<file path="config.mk">
export PLATFORM = sky130hd
export DESIGN_NAME = arb_resp_router
export DESIGN_NICKNAME = d
export VERILOG_FILES = /design/src/rtl/arb_resp_router.sv
export SDC_FILE = /design/constraint.sdc
export NUM_CORES = 1
export LEC_CHECK = 0
export CORE_MARGIN = 3
export CORE_UTILIZATION = 25
export CTS_CLUSTER_SIZE = 24
export DETAILED_ROUTE_END_ITERATION = 12
export GPL_TIMING_DRIVEN = 0
export PLACE_DENSITY = 0.81
export REMOVE_ABC_BUFFERS = 1
export SETUP_SLACK_MARGIN = 0.15
export SLEW_MARGIN = 20
export SYNTH_ARGS = -nofsm -noshare
export SYNTH_HDL_FRONTEND = slang
export SYNTH_SLANG_ARGS = --single-unit
</file>
<file path="constraint.sdc">
create_clock -name clk -period 3.1 [get_ports clk]
set_clock_uncertainty 0.05 [all_clocks]
set_input_delay 0.62 -clock clk [delete_from_list [all_inputs] [get_ports clk]]
set_output_delay 0.62 -clock clk [all_outputs]
set_load 0.02 [all_outputs]
</file>
<file path="src/rtl/arb_resp_router.sv">
// arb_resp_router: in-order grant tag FIFO steering shared responses back to requesters; ARB_RESP_ROUTER_BYPASS_EN enables empty-FIFO bypass
module arb_resp_router #(
  parameter int N     = 2,
  parameter int W     = 64,
  parameter int DEPTH = 4
) (
  input  logic                       clk,
  input  logic                       rstn,
  input  logic [N-1:0]               gnt,
  input  logic                       issue_fire,
  input  logic                       issue_last,
  output logic                       full,
  output logic [$clog2(DEPTH+1)-1:0] pending,
  input  logic                       rsp_valid,
  output logic                       rsp_ready,
  input  logic [W-1:0]               rsp_data,
  input  logic                       rsp_last,
  output logic [N-1:0]               out_valid,
  input  logic [N-1:0]               out_ready,
  output logic [W-1:0]               out_data,
  output logic                       out_last,
  output logic                       err
);
  localparam int IW = $clog2(N);
  localparam int PW = $clog2(DEPTH);
  localparam int CW = $clog2(DEPTH+1);
  logic [IW-1:0] mem [DEPTH];
  logic [PW-1:0] wr, rd;
  logic [CW-1:0] count, count_nxt;
  logic [IW-1:0] gidx, head;
  logic          push_req, push_ok, byp, hv, pop, err_set, nonempty;
  always_comb begin
    gidx = '0;
    for (int i = N-1; i >= 0; i--) gidx = gnt[i] ? IW'(i) : gidx;
  end
  assign push_req = issue_fire & issue_last;
  assign push_ok  = push_req & (|gnt) & ~full;
  assign nonempty = count != '0;
`ifdef ARB_RESP_ROUTER_BYPASS_EN
  assign byp = push_ok & ~nonempty;
`else
  assign byp = 1'b0;
`endif
  assign hv        = nonempty | byp;
  assign head      = nonempty ? mem[rd] : gidx;
  assign out_valid = (rsp_valid & hv) ? ({{(N-1){1'b0}}, 1'b1} << head) : '0;
  assign rsp_ready = hv & out_ready[head];
  assign out_data  = rsp_data;
  assign out_last  = rsp_last;
  assign pending   = count;
  assign pop       = rsp_valid & rsp_ready & rsp_last;
  assign err_set   = (push_req & (full | ~(|gnt))) | (rsp_valid & ~hv);
  assign count_nxt = count + CW'(push_ok) - CW'(pop);
  // a bypassed entry is still written so both pointers advance together
  always_ff @(posedge clk) if (push_ok) mem[wr] <= gidx;
  always_ff @(posedge clk or negedge rstn) begin
    if (!rstn) begin
      wr    <= '0;
      rd    <= '0;
      count <= '0;
      full  <= 1'b0;
      err   <= 1'b0;
    end else begin
      wr    <= wr + PW'(push_ok);
      rd    <= rd + PW'(pop);
      count <= count_nxt;
      full  <= count_nxt == CW'(DEPTH);
      err   <= err | err_set;
    end
  end
endmodule

</file>
== Word-level counts from Yosys, hierarchy flattened ==
Memory sizes are Yosys's and may differ from the RTL's.
Cells that the tools add are included.
Word-level totals
  bits in writable memories: 4
  input port bits: 74
  memories: 1
  word-level logic and storage cells: 38
  output and inout port bits: 73
  flip-flop bits (word level): 9
Memory list
  mem: depth 4, bits a word 1, rd ports 1, clocked after Yosys merged registers in 0, write ports 1, RTL line 27  | logic [IW-1:0] mem [DEPTH];
Cells by class
  shift-type cells: 1
  bitwise operators: 15
  $add $sub $neg: 4
  muxes and demuxes: 8
  reduce and logical (&&, ||, !) cells: 2
  eq/ne operators: 1
  order comparisons: 1
Operators with widths (number)
  $and 1x1->1: 9
  $mux 1: 7
  $add 2x1->2: 2
  $add 3x1->3: 1
  $eq 3x3->1 const B: 1
  $not 1->1: 3
  $or 1x1->1: 3
  $reduce_bool 3->1: 1
  $sub 3x1->3: 1
  $lt 1x2->1 const B: 1
  $mux 2: 1
  $reduce_or 2->1: 1
  $shl 1x1->2 const A: 1

== Depth between registers and ports, before layout ==
  depth in word-level cells: 10
  gate-level depth with buffers: 9
  depth with buffers taken out: 9

== Least setup slack after synthesis ==
Ideal clock, no wire load.
  kind: flip-flop to flip-flop
  start: reg rd[0]
  end: reg full
  cell stages (with the launch flop): 10
  data required time: 2.962 ns
  arrival: 2.375 ns
  path buffers: 0
  library setup time: 0.088 ns
  path slack: 0.587 ns
  path through: dfrtp_1 mux4_2 mux2i_1 nor2_2 xor2_1 ha_1 fa_1 xnor2_1 xnor2_1 nor3b_1
Between the ends
  cells in the longest elaborated chain, start to end: 9
RTL lines
  from (decl): RTL line 28  | logic [PW-1:0] wr, rd;
  from (signal assigned): RTL line 65  | rd <= rd + PW'(pop);
  $mem_v2 4x1
  $mux 1: RTL line 45  | assign head = nonempty ? mem[rd] : gidx;
  $mux 1 (not written as such) (2 in series): RTL line 47  | assign rsp_ready = hv & out_ready[head];
  $and 1x1->1: RTL line 47
  $and 1x1->1 (2 in series): RTL line 51  | assign pop = rsp_valid & rsp_ready & rsp_last;
  $sub 3x1->3: RTL line 53  | assign count_nxt = count + CW'(push_ok) - CW'(pop);
  net count_nxt[2]: RTL line 29  | logic [CW-1:0] count, count_nxt;
  $eq 3x3->1: RTL line 67  | full <= count_nxt == CW'(DEPTH);
  to (signal assigned): RTL line 67
  to (decl): RTL line 12  | output logic full,
The timed path passes the listed nets, and every way through them passes these cells. The select of a mux whose other input is x is not followed.

== Worst setup path after layout ==
  start: reg rd[0]
  end: out rsp_ready
Between the ends
  cells in the longest elaborated chain, start to end: 5
RTL lines
  $mem_v2 4x1
  $mux 1: RTL line 45
  $mux 1 (not written as such) (2 in series): RTL line 47
  $and 1x1->1: RTL line 47
  to (decl): RTL line 15  | output logic rsp_ready,
Every way passes these cells. The select of a mux whose other input is x is not followed.

==> results by group <==
STA
  – Final hold violations: 0
  – Setup TNS: 0 ps
  – Relative slew slack: 73.7%
  – Setup ws final: 300 ps
  – Fin. max-slew vios: 0
  – Peak Freq: around 360 MHz
  – Final setup violation count: 0
  – RSZ-0062 raised after global routing: no
  – Share of the clock period used by the worst path: between 90% and 100%
  – Post-route minimum period: roughly 2800 ps
  – Slew @ Worst Pin: slightly below 400 ps

Setup path
  – Largest fanout on the critical path: 3
  – Worst EP required: about 2400 ps
  – Worst Setup SP: rd[0]
  – CP endpoint kind: output pin
  – R2R depth: 9
  – CP Launch Type: flop
  – Flop2flop setup slack: a little over 300 ps
  – CP Data Arrival Time: 2130 ps
  – Crit path to: rsp_ready
  – Reg-to-Reg End: full
  – RR Startpoint: rd[0]
  – Crit path kind: reg -> out

Global routing
  – Vias in the first global route: approximately 600
  – Met2 Usage GRT: a little under two fifths
  – Met1 GRT Util: 6.95%
  – Global route overflow: 0
  – Largest net degree at the start of global routing: 10
  – Met3 GRT Util: roughly two fifths
  – Initial antenna violation count: 0
  – First-pass GRT wire length: 7380 um
  – Most used routing layer: met3
  – Total GRT Usage: between 20 and 25%

Cells and area
  – Fin nets: approximately 150
  – Utilization after layout: approximately 22%
  – Area Growth Syn to Fin: -17.7%
  – Share of post-route cells with drive strength above 1: under 10%
  – Most frequent cells in the layout: clkdlybuf4s50_1, dfrtp_1, nand2_1, nor2_1
  – # diodes: 0
  – Fill count: between 400 and 500
  – Commonest non-fill, non-tap cell in the layout: clkdlybuf4s50_1

Power
  – Pwr/cell area: 859 nW/um^2
  – Sequential power share: approximately 38%
  – Switching Share: 35.9%
  – Gate power share: 43.5%
  – VDD IR max: ~160 uV
  – Clock power frac: a little under a fifth
  – NetSw: 282 uW
  – Int Pwr: a little over 500 uW
  – P_leak: about 0.00036 uW
  – Power Total: between 700 and 800 uW

Route
  – Via-per-instance ratio: 5.20
  – Routed WL: 6300 um
  – DR iter-0 viols: 18
  – Drt pass-1 iters: 3
  – Routed vias: 640
  – Drt wl/cell: 51.2 um
  – Antenna viol nets, final: 0
  – DRC errors left: 0

Run status
  – Status: finished clean

Floorplanning
  – Num ports: 147
  – Initial Util: approximately 27%
  – Row count: 23
  – Die Area: 5280 um^2
  – Core Box Area: slightly above 4000 um^2
  – Chip height: about 73 um
  – Die width: a little over 70 um

Clocking
  – TritonCTS Sinks: 13
  – Clk root buf: clkbuf_8
  – Post-CTS Hold Buffers: 0
  – Max clock buf depth: 2
  – CTS tree: built
  – Resized cells post-CTS: 0
  – Clock H-tree levels: 1
  – Clock latency on the worst-skew pair: 240 ps
  – Post-CTS Setup Bufs: 0
  – Total CTS buffers: 3
  – Worst-path clk slew: roughly 50 ps

Logic synthesis
  – Synthesis Warnings: 0
  – Register area share after synthesis: between 30% and 40%
  – Cells after synthesis: 116
  – Syn avg cell area: around 9.6 um^2
  – #FFs+latches synth: 13
  – Synth cell types: 24
  – Cell Area, Synth: about 1100 um^2

Placed design
  – I/O Buffers: 18
  – Dpl ws: approximately 150 ps
  – Placer Congestion: between 0.8 and 0.9
  – Detailed placement HPWL: slightly below 6000 um

Flow run
  – Max-Cap Viols: 0

Hold path
  – Worst Hold Class: reg -> reg
## through the flow
step	cell area (um^2)	std cells	hold WS, ps
6_report	915	123	427
3_5_place_dp	866	119	417
5_1_grt	915	123	456
2_1_floorplan	623	51	274
3_3_place_gp	866	119	422
4_1_cts	911	123	429
## Yosys cell counts
| cell | n | area share, % |
|---|---|---|
| buf_4 | 65 | 44 |
| dfrtp_1 | 9 | 20 |
| nand2_1 | 5 | 1.7 |
| nor2_1 | 5 | 1.7 |
| edfxtp_1 | 4 | 11 |
| xor2_1 | 4 | 3.2 |
| mux2i_1 | 3 | 2.7 |
| ha_1 | 2 | 2.3 |
| nand3_1 | 2 | 0.90 |
| nor3b_1 | 2 | 1.4 |
| xnor2_1 | 2 | 1.6 |
| a21oi_1 | 1 | 0.45 |
| and3_1 | 1 | 0.56 |
| and3_2 | 1 | 0.68 |
| fa_1 | 1 | 1.8 |
| inv_1 | 1 | 0.34 |
| mux4_2 | 1 | 2.0 |
| nor2_2 | 1 | 0.56 |
| nor2b_1 | 1 | 0.56 |
| nor3_1 | 1 | 0.45 |
| nor4_1 | 1 | 0.56 |
| o21ai_0 | 1 | 0.45 |
| o21bai_1 | 1 | 0.68 |
| or3_1 | 1 | 0.56 |
## worst min path at each step
stage | endpoint | startpoint | cells past startpoint
global placement | err | err | 2
CTS | err | err | 2
floorplan | err | rstn | 0
finish | err | err | 2
global route | err | err | 2
detailed placement | err | err | 2
## sequential cells by signal, indices dropped and copies added (netlist names)
name,flops
full,1
rd,2
pending,3
wr,2
mem,4
err,1
## power groups by stage
stage / clock network, uW / logic (uW) / registers [uW]
2_1_floorplan: 0 / 182 / 314
3_3_place_gp: 0 / 327 / 295
3_5_place_dp: 0 / 336 / 298
4_1_cts: 150 / 338 / 296
5_1_grt: 155 / 373 / 304
6_report: 147 / 342 / 297
## cell type report
cell class              count  area (um^2)  area share, %
inverters                   1         3.75          0.410
clock buffers               4         45.0           4.92
multi-input cells          37          278           30.4
well taps                  50         62.6           6.84
flip-flops and latches     13          345           37.8
repair buffers             18          180           19.7
## worst max-delay path, stage by stage (launching register included)
cell and delay (ps):
dfrtp_1 400, mux4_2 570, mux2i_2 200, nor2_1 100, clkdlybuf4s50_1 620
## cell families (layout without fill, tap and decap cells)
kind of cell             Yosys count  count (layout)  synth area share [%]
buffers and inverters             66              23                  44.3
AND/OR/NAND/NOR                   21              21                  9.57
multiplexers                       4               4                  4.73
adder cells (fa/ha/maj)            3               3                  4.05
flip-flops                        13              13                  31.1
AO/OA/AOI/OAI                      3               3                  1.58
XOR/XNOR                           6               6                  4.73
## routing by layer
layer | vias to the layer above | share of wire, %
li1 | 222 | -
met1 | 267 | 11
met2 | 137 | 48
met3 | 12 | 37
met4 | 2 | 2.8
met5 | - | 0.51
Power figures use the tool's default switching activity.
